===== src/rtl/tt_dpll_pkg.sv =====
// Shared types and width helpers for the DPLL acquisition controller.
package tt_dpll_pkg;

  localparam int unsigned DEF_CODE_W = 6;
  localparam int unsigned RELOCK_W   = 8;

  typedef enum logic [2:0] {
    ACQ_IDLE     = 3'd0,
    ACQ_C_SET    = 3'd1,
    ACQ_C_MEAS   = 3'd2,
    ACQ_C_DECIDE = 3'd3,
    ACQ_FINE     = 3'd4,
    ACQ_LOCKED   = 3'd5
  } acq_state_t;

  // Width of a counter that must hold 0..n without wrapping.
  function automatic int unsigned cnt_w(input int unsigned n);
    return $clog2(n + 1);
  endfunction

  // Signed up/down accumulator width; +/-settle always fits.
  function automatic int unsigned acc_w(input int unsigned settle);
    return $clog2(settle) + 2;
  endfunction

  // Bit-index width for the coarse binary search (at least 1 bit).
  function automatic int unsigned idx_w(input int unsigned code_w);
    return (code_w > 1) ? $clog2(code_w) : 1;
  endfunction

endpackage


===== src/rtl/tt_dpll_updn_acc.sv =====
// Up/down evidence collector: signed trial accumulator plus
// consecutive quiet/active run counters with terminal-count compares.
module tt_dpll_updn_acc
  import tt_dpll_pkg::*;
#(
  parameter int unsigned SETTLE_CYC = 16,
  parameter int unsigned LOCK_CNT   = 64,
  parameter int unsigned UNLOCK_CNT = 4
) (
  input  logic clk,
  input  logic rst,
  input  logic i_up,
  input  logic i_down,
  input  logic i_acc_clr,
  input  logic i_acc_en,
  input  logic i_quiet_clr,
  input  logic i_quiet_en,
  input  logic i_act_clr,
  input  logic i_act_en,
  output logic o_acc_pos_c,
  output logic o_quiet_tc_c,
  output logic o_act_tc_c
);

  localparam int unsigned ACC_W = acc_w(SETTLE_CYC);
  localparam int unsigned QW    = cnt_w(LOCK_CNT);
  localparam int unsigned AW    = cnt_w(UNLOCK_CNT);

  logic signed [ACC_W-1:0] acc_q, acc_d;
  logic [QW-1:0]           quiet_cnt_q, quiet_cnt_d;
  logic [AW-1:0]           act_cnt_q, act_cnt_d;
  logic                    quiet;

  assign quiet = !i_up && !i_down;

  // Accumulate net up-minus-down over one coarse trial.
  always_comb begin
    acc_d = acc_q;
    if (i_acc_clr) begin
      acc_d = '0;
    end else if (i_acc_en) begin
      if (i_up && !i_down) begin
        acc_d = acc_q + ACC_W'(1);
      end else if (i_down && !i_up) begin
        acc_d = acc_q - ACC_W'(1);
      end
    end
  end

  // Consecutive quiet run (lock) and active run (unlock) counters.
  always_comb begin
    quiet_cnt_d = quiet_cnt_q;
    act_cnt_d   = act_cnt_q;
    if (i_quiet_clr) begin
      quiet_cnt_d = '0;
    end else if (i_quiet_en) begin
      if (!quiet) begin
        quiet_cnt_d = '0;
      end else if (quiet_cnt_q != QW'(LOCK_CNT)) begin
        quiet_cnt_d = quiet_cnt_q + QW'(1);
      end
    end
    if (i_act_clr) begin
      act_cnt_d = '0;
    end else if (i_act_en) begin
      if (quiet) begin
        act_cnt_d = '0;
      end else if (act_cnt_q != AW'(UNLOCK_CNT)) begin
        act_cnt_d = act_cnt_q + AW'(1);
      end
    end
  end

  // Terminal counts fire on the cycle whose edge completes the run.
  assign o_quiet_tc_c = i_quiet_en && !i_quiet_clr && quiet &&
                        (quiet_cnt_q == QW'(LOCK_CNT - 1));
  assign o_act_tc_c   = i_act_en && !i_act_clr && !quiet &&
                        (act_cnt_q == AW'(UNLOCK_CNT - 1));
  assign o_acc_pos_c  = !acc_q[ACC_W-1] && (acc_q != '0);

  // Evidence state registers.
  always_ff @(posedge clk or posedge rst) begin
    if (rst) begin
      acc_q       <= '0;
      quiet_cnt_q <= '0;
      act_cnt_q   <= '0;
    end else begin
      acc_q       <= acc_d;
      quiet_cnt_q <= quiet_cnt_d;
      act_cnt_q   <= act_cnt_d;
    end
  end

endmodule


===== src/rtl/tt_dpll_acq_ctrl.sv =====
// DPLL acquisition/lock sequencer: coarse binary search with the loop
// open, then closed-loop fine tracking with lock/unlock hysteresis.
// Optional macro TT_DPLL_ACQ_CTRL_RELOCK_CNT_EN adds o_relock_cnt.
module tt_dpll_acq_ctrl
  import tt_dpll_pkg::*;
#(
  parameter int unsigned CODE_W      = DEF_CODE_W,
  parameter int unsigned SETTLE_CYC  = 16,
  parameter int unsigned LOCK_CNT    = 64,
  parameter int unsigned UNLOCK_CNT  = 4,
  parameter int unsigned TIMEOUT_CYC = 1024
) (
  input  logic              i_clk_ref,
  input  logic              i_rst,
  input  logic              i_enable,
  input  logic              i_up,
  input  logic              i_down,
  output logic [CODE_W-1:0] o_coarse_code,
  output logic              o_loop_en,
  output logic              o_lpf_clr,
  output logic              o_locked,
  output logic [2:0]        o_state
`ifdef TT_DPLL_ACQ_CTRL_RELOCK_CNT_EN
  ,
  output logic [RELOCK_W-1:0] o_relock_cnt
`endif
);

  localparam logic [2:0] S_IDLE     = 3'(ACQ_IDLE);
  localparam logic [2:0] S_C_SET    = 3'(ACQ_C_SET);
  localparam logic [2:0] S_C_MEAS   = 3'(ACQ_C_MEAS);
  localparam logic [2:0] S_C_DECIDE = 3'(ACQ_C_DECIDE);
  localparam logic [2:0] S_FINE     = 3'(ACQ_FINE);
  localparam logic [2:0] S_LOCKED   = 3'(ACQ_LOCKED);

  localparam int unsigned IDX_W  = idx_w(CODE_W);
  localparam int unsigned MEAS_W = cnt_w(SETTLE_CYC);
  localparam int unsigned TO_W   = cnt_w(TIMEOUT_CYC);

  logic [2:0]        state_q, state_d;
  logic [CODE_W-1:0] code_q, code_d;
  logic [IDX_W-1:0]  idx_q, idx_d;
  logic [MEAS_W-1:0] meas_q, meas_d;
  logic [TO_W-1:0]   to_q, to_d;
  logic              loop_en_q, loop_en_d;
  logic              lpf_clr_q, lpf_clr_d;
  logic              locked_q, locked_d;

  logic acc_clr, acc_en, quiet_clr, quiet_en, act_clr, act_en;
  logic acc_pos, quiet_tc, act_tc;

  tt_dpll_updn_acc #(
    .SETTLE_CYC (SETTLE_CYC),
    .LOCK_CNT   (LOCK_CNT),
    .UNLOCK_CNT (UNLOCK_CNT)
  ) u_updn_acc (
    .clk          (i_clk_ref),
    .rst          (i_rst),
    .i_up         (i_up),
    .i_down       (i_down),
    .i_acc_clr    (acc_clr),
    .i_acc_en     (acc_en),
    .i_quiet_clr  (quiet_clr),
    .i_quiet_en   (quiet_en),
    .i_act_clr    (act_clr),
    .i_act_en     (act_en),
    .o_acc_pos_c  (acc_pos),
    .o_quiet_tc_c (quiet_tc),
    .o_act_tc_c   (act_tc)
  );

  // Next-state, coarse search, timeout and output decode.
  always_comb begin
    state_d   = state_q;
    code_d    = code_q;
    idx_d     = idx_q;
    meas_d    = meas_q;
    to_d      = to_q;
    loop_en_d = loop_en_q;
    lpf_clr_d = 1'b0;
    locked_d  = locked_q;
    acc_clr   = 1'b0;
    acc_en    = 1'b0;
    quiet_en  = 1'b0;
    quiet_clr = 1'b1;
    act_en    = 1'b0;
    act_clr   = 1'b1;

    case (state_q)
      S_IDLE: begin
        code_d    = '0;
        loop_en_d = 1'b0;
        locked_d  = 1'b0;
        acc_clr   = 1'b1;
        if (i_enable) begin
          state_d = S_C_SET;
          idx_d   = IDX_W'(CODE_W - 1);
        end
      end
      S_C_SET: begin
        code_d[idx_q] = 1'b1;
        acc_clr       = 1'b1;
        meas_d        = '0;
        state_d       = S_C_MEAS;
      end
      S_C_MEAS: begin
        acc_en = 1'b1;
        meas_d = meas_q + MEAS_W'(1);
        if (meas_q == MEAS_W'(SETTLE_CYC - 1)) begin
          state_d = S_C_DECIDE;
        end
      end
      S_C_DECIDE: begin
        // A tie clears the bit, biasing toward lower frequency.
        if (!acc_pos) begin
          code_d[idx_q] = 1'b0;
        end
        if (idx_q != '0) begin
          idx_d   = idx_q - IDX_W'(1);
          state_d = S_C_SET;
        end else begin
          lpf_clr_d = 1'b1;
          loop_en_d = 1'b1;
          to_d      = '0;
          state_d   = S_FINE;
        end
      end
      S_FINE: begin
        quiet_en  = 1'b1;
        quiet_clr = 1'b0;
        if (to_q != TO_W'(TIMEOUT_CYC)) begin
          to_d = to_q + TO_W'(1);
        end
        // Lock takes priority over a simultaneous timeout.
        if (quiet_tc) begin
          locked_d = 1'b1;
          state_d  = S_LOCKED;
        end else if (to_q == TO_W'(TIMEOUT_CYC - 1)) begin
          loop_en_d = 1'b0;
          code_d    = '0;
          idx_d     = IDX_W'(CODE_W - 1);
          to_d      = '0;
          state_d   = S_C_SET;
        end
      end
      S_LOCKED: begin
        act_en  = 1'b1;
        act_clr = 1'b0;
        if (act_tc) begin
          locked_d = 1'b0;
          to_d     = '0;
          state_d  = S_FINE;
        end
      end
      default: begin
        state_d = S_IDLE;
      end
    endcase

    // Dropping enable returns everything to the idle/reset view.
    if (!i_enable) begin
      state_d   = S_IDLE;
      code_d    = '0;
      idx_d     = '0;
      meas_d    = '0;
      to_d      = '0;
      loop_en_d = 1'b0;
      lpf_clr_d = 1'b0;
      locked_d  = 1'b0;
    end
  end

  // Controller state registers.
  always_ff @(posedge i_clk_ref or posedge i_rst) begin
    if (i_rst) begin
      state_q   <= S_IDLE;
      code_q    <= '0;
      idx_q     <= '0;
      meas_q    <= '0;
      to_q      <= '0;
      loop_en_q <= 1'b0;
      lpf_clr_q <= 1'b0;
      locked_q  <= 1'b0;
    end else begin
      state_q   <= state_d;
      code_q    <= code_d;
      idx_q     <= idx_d;
      meas_q    <= meas_d;
      to_q      <= to_d;
      loop_en_q <= loop_en_d;
      lpf_clr_q <= lpf_clr_d;
      locked_q  <= locked_d;
    end
  end

  assign o_coarse_code = code_q;
  assign o_loop_en     = loop_en_q;
  assign o_lpf_clr     = lpf_clr_q;
  assign o_locked      = locked_q;
  assign o_state       = state_q;

`ifdef TT_DPLL_ACQ_CTRL_RELOCK_CNT_EN
  logic [RELOCK_W-1:0] relock_q, relock_d;

  // Count LOCKED->FINE drops, saturating; cleared whenever heading to IDLE.
  always_comb begin
    relock_d = relock_q;
    if (state_d == S_IDLE) begin
      relock_d = '0;
    end else if ((state_q == S_LOCKED) && (state_d == S_FINE) &&
                 (relock_q != {RELOCK_W{1'b1}})) begin
      relock_d = relock_q + RELOCK_W'(1);
    end
  end

  // Relock counter register.
  always_ff @(posedge i_clk_ref or posedge i_rst) begin
    if (i_rst) begin
      relock_q <= '0;
    end else begin
      relock_q <= relock_d;
    end
  end

  assign o_relock_cnt = relock_q;
`endif

endmodule

===== config.mk =====
export PLATFORM = sky130hd
export DESIGN_NAME = tt_dpll_acq_ctrl
export DESIGN_NICKNAME = d
export VERILOG_FILES = /design/src/rtl/tt_dpll_pkg.sv /design/src/rtl/tt_dpll_updn_acc.sv /design/src/rtl/tt_dpll_acq_ctrl.sv
export SDC_FILE = /design/constraint.sdc
export NUM_CORES = 1
export LEC_CHECK = 0
export CAP_MARGIN = 10
export CORE_MARGIN = 2
export CORE_UTILIZATION = 42
export DETAILED_ROUTE_END_ITERATION = 7
export DONT_BUFFER_PORTS = 1
export SLEW_MARGIN = 20
export SYNTH_ARGS = -nofsm -noshare
export SYNTH_HDL_FRONTEND = slang
export SYNTH_HIERARCHICAL = 1
export SYNTH_SLANG_ARGS = --single-unit

===== constraint.sdc =====
create_clock -name i_clk_ref -period 3.7 [get_ports i_clk_ref]
set_input_delay 0.74 -clock i_clk_ref [delete_from_list [all_inputs] [get_ports i_clk_ref]]
set_output_delay 0.74 -clock i_clk_ref [all_outputs]
set_load 0.01 [all_outputs]

==> flow_metrics.py <==
metrics = {
    "sta": {
        "final.min_clock_period_ns": 2.73,
        "setup_violations": 0,
        "tns_ns": 0,
        "rsz0062_at_grt": "no",
        "finClkSkew_ns": 0.00936,
        "finalMaxSlewViolations": 0,
        "fmax_mhz": 366,
        "maxSlewHeadroom": 0.352,
        "post-route-period-util": 0.738,
        "worst_pin_slew_ns": 0.971,
        "hold_viol_final": 0,
    },
    "power_and_ir_drop": {
        "netSwitchingPower_mw": 0.471,
        "p_int_mw": 0.889,
        "powerDensity_nw_per_um2": 421,
        "switching_share": 0.347,
        "seqPwrFrac": 0.439,
        "p_clk_frac": 0.296,
        "power_leakage_nw": 1.39,
        "p_comb_frac": 0.265,
        "vdd_ir_drop_max_uv": 164,
    },
    "drt": {
        "via_per_inst": 5.65,
        "totalWireLength_um": 6660,
        "drt_iter0_markers": 140,
        "dr.pass1.iters": 4,
        "postRouteAntennaNets": 0,
        "route.detailed.drc": 0,
        "wire_per_inst_um": 15.0,
        "vias": 2507,
    },
    "cells_and_area": {
        "n_antenna_cell": 0,
        "area_delta_synth_final_pct": 7.45,
        "regArea_um2": 1180,
        "layout-drive-gt1-share": 0.0747,
        "fin_cells": 444,
        "nets": 370,
        "multiInputGateArea_um2": 1660,
        "nFillCells": 674,
        "finalInstanceArea_um2": 3230,
    },
    "clock_tree": {
        "cts_buffers": 5,
        "cts_tree": "yes",
        "cts.clk_slew.worst_paths_ns": 0.09,
        "clk-insertion-delay-late_ns": 0.31,
        "htreeDepth": 2,
        "clock_sinks": 47,
        "clock_path_buffers": 2,
        "post_cts_buffers": 0,
        "hold_buffers": 0,
        "cts_resized": 0,
        "clockRootBuffer": "clkbuf_8",
    },
    "critical_path": {
        "cp-endpoint": "to_q[7]",
        "worstSetupPathType": "flip-flop to flip-flop",
        "cp.arrival_ns": 2.96,
        "rrSetupSlack_ns": 0.97,
        "critPathLaunch": "o_state[0]",
        "worstReg2RegStart": "o_state[0]",
        "reg2regPathDepth": 10,
        "worstSetupEndpointType": "flip-flop",
        "cp_max_fo": 23,
        "r2r-end": "to_q[7]",
        "cp-start-kind": "flip-flop",
        "cp.required_ns": 3.93,
    },
    "synthesis": {
        "synth_edf_count": 0,
        "synthFlopType": "dfrtp_1",
        "async_flop_share": 1.00,
        "syn_avg_cell_area_um2": 8.66,
        "yosysSeqAreaShare": 0.391,
        "synth-warning-count": 6,
        "synth.net_count": 370,
        "synth.cell_area_um2": 3010,
        "synthDistinctLibCells": 58,
        "ys_ff_latch": 47,
        "syn_inst": 347,
    },
    "placed_design": {
        "io_buffer_count": 0,
        "place_inst": 436,
        "placed_area_um2": 3110,
        "globalplace.congestion": 0.846,
        "hpwl_um": 4880,
    },
    "floorplan": {
        "row_count": 30,
        "die_w_um": 88.6,
        "start_util": 0.438,
        "io-pin-count": 17,
        "die_h_um": 88.6,
        "core_area_um2": 6870,
        "die_area_um2": 7850,
    },
    "global_routing": {
        "grt_pass1_vias": 2409,
        "grt_overflow": 0,
        "grt_max_degree": 25,
        "track_usage": 0.186,
        "antenna_found_initial": 0,
        "grt_first_pass_wirelength_um": 11500,
    },
    "run": {
        "max_cap_viol_count": 0,
    },
    "status": {
        "outcome": "finished clean",
    },
    "worst_hold_path": {
        "min_path_type": "input port to async pin",
    },
}
## Yosys cell counts, types with 2 or more instances
master    instances  area share
a31oi_1          10       0.021
and2_1            2      0.0042
and3_1            6       0.012
nor3_1            7       0.012
o21ai_0          31       0.052
nand2_1          28       0.035
a21o_1            7       0.017
nand2b_1          8       0.017
nand3_1          17       0.028
o21ai_1           2      0.0033
nor2_1           20       0.025
inv_1            27       0.034
a22oi_1           2      0.0050
a22o_1            2      0.0058
o31ai_1          13       0.032
xnor2_1           3      0.0087
nor4_1            4      0.0083
or4_4             2      0.0075
nor2b_1           5       0.010
a32o_1            2      0.0067
ha_1             17       0.071
or4_1             3      0.0075
o22ai_1           2      0.0042
xor2_1            3      0.0087
mux2i_1           2      0.0067
nand3b_1          2      0.0050
or2b_1            2      0.0050
or3_1             4      0.0083
a21oi_1          25       0.042
inv_2             2      0.0025
dfrtp_1          47        0.39
a211oi_1          3      0.0075
nand4_1           3      0.0062
clkbuf_1         10       0.012
## worst min-delay path by stage
stage	to	slack, ns	depth (start not counted)
after detailed placement	u_updn_acc/quiet_cnt_q[5]	0.52	1
after global routing	u_updn_acc/quiet_cnt_q[3]	0.45	1
after global placement	u_updn_acc/quiet_cnt_q[5]	0.53	1
final	u_updn_acc/quiet_cnt_q[6]	0.38	1
after CTS	u_updn_acc/quiet_cnt_q[6]	0.41	1
after floorplan	u_updn_acc/quiet_cnt_q[5]	0.47	1
## per-layer routing
layer  part of all wire  routed length, um  GRT usage
met5                  0                  0          0
met2               0.49               3300      0.314
met4             0.0095                 63     0.0468
met3              0.026                173     0.0336
met1               0.47               3130      0.247
## power groups by stage
stage	sequential (mW)	combinational, mW	clock, mW
2_1_floorplan	0.585	0.297	0
3_3_place_gp	0.606	0.361	0
6_report	0.597	0.361	0.403
5_1_grt	0.603	0.410	0.434
3_5_place_dp	0.606	0.361	0
4_1_cts	0.596	0.362	0.412
## cell usage in the layout, fill, tap and decap left out, types with 3 or more instances in the layout
| cell type | Yosys | final |
|---|---|---|
| a21o_1 | 7 | 7 |
| a211oi_1 | 3 | 3 |
| buf_4 | 0 | 6 |
| nor4_1 | 4 | 4 |
| nor3_1 | 7 | 7 |
| o31ai_1 | 13 | 13 |
| clkbuf_8 | 0 | 6 |
| a31oi_1 | 10 | 10 |
| inv_1 | 27 | 27 |
| ha_1 | 17 | 17 |
| nand2b_1 | 8 | 8 |
| a21oi_1 | 25 | 25 |
| or3_1 | 4 | 4 |
| and3_1 | 6 | 6 |
| or4_1 | 3 | 3 |
| nor2b_1 | 5 | 5 |
| o21ai_0 | 31 | 31 |
| xor2_1 | 3 | 3 |
| nand2_1 | 28 | 28 |
| nand4_1 | 3 | 3 |
| xnor2_1 | 3 | 3 |
| nor2_1 | 20 | 20 |
| dfrtp_1 | 47 | 47 |
| nand3_1 | 17 | 17 |
## logic make-up after synthesis
group,synth area share
and+or+nand+nor,0.208
DFF,0.391
adders and majority gates,0.0774
xor gates and xnor gates,0.0175
buffers and inverters,0.0558
muxes,0.00666
AOI/OAI and AO/OA,0.243
## registers in the layout, summed over array words and instances, names as in the netlist, 3 cells and up
name and flops:
u_updn_acc/acc_q 6, u_updn_acc/quiet_cnt_q 7, meas_q 5, idx_q 3, to_q 11, o_coarse_code 6
u_updn_acc/act_cnt_q 3, o_state 3
## through the flow
step                power [mW]  worst slack (ns)  hold slack [ns]   util
CTS                       1.37             0.965            0.413  0.470
detailed placement       0.967             0.985            0.523  0.453
floorplan                0.883             0.841            0.474      -
global placement         0.967             0.982            0.526  0.453
finish                    1.36             0.968            0.377  0.470
global route              1.45             0.715            0.446  0.470
## final cells by class
class	instances	area share
Clock buffer	6	0.0256
Tap cell	96	0.0372
Inverter	29	0.0337
Timing Repair Buffer	6	0.0139
Clock inverter	2	0.0108
Multi-Input combinational cell	258	0.515
Sequential cell	47	0.364
## critical path: stages (launching register included)
cell and delay, ns:
dfrtp_1 0.36, buf_4 0.27, inv_2 0.10, or2_2 0.37
inv_1 0.15, nand2_1 0.07, nor3_1 0.31, nor2b_1 0.11
o221a_2 0.30, or4_1 0.52, o21ai_0 0.09
(Power assumes the default switching activity.)
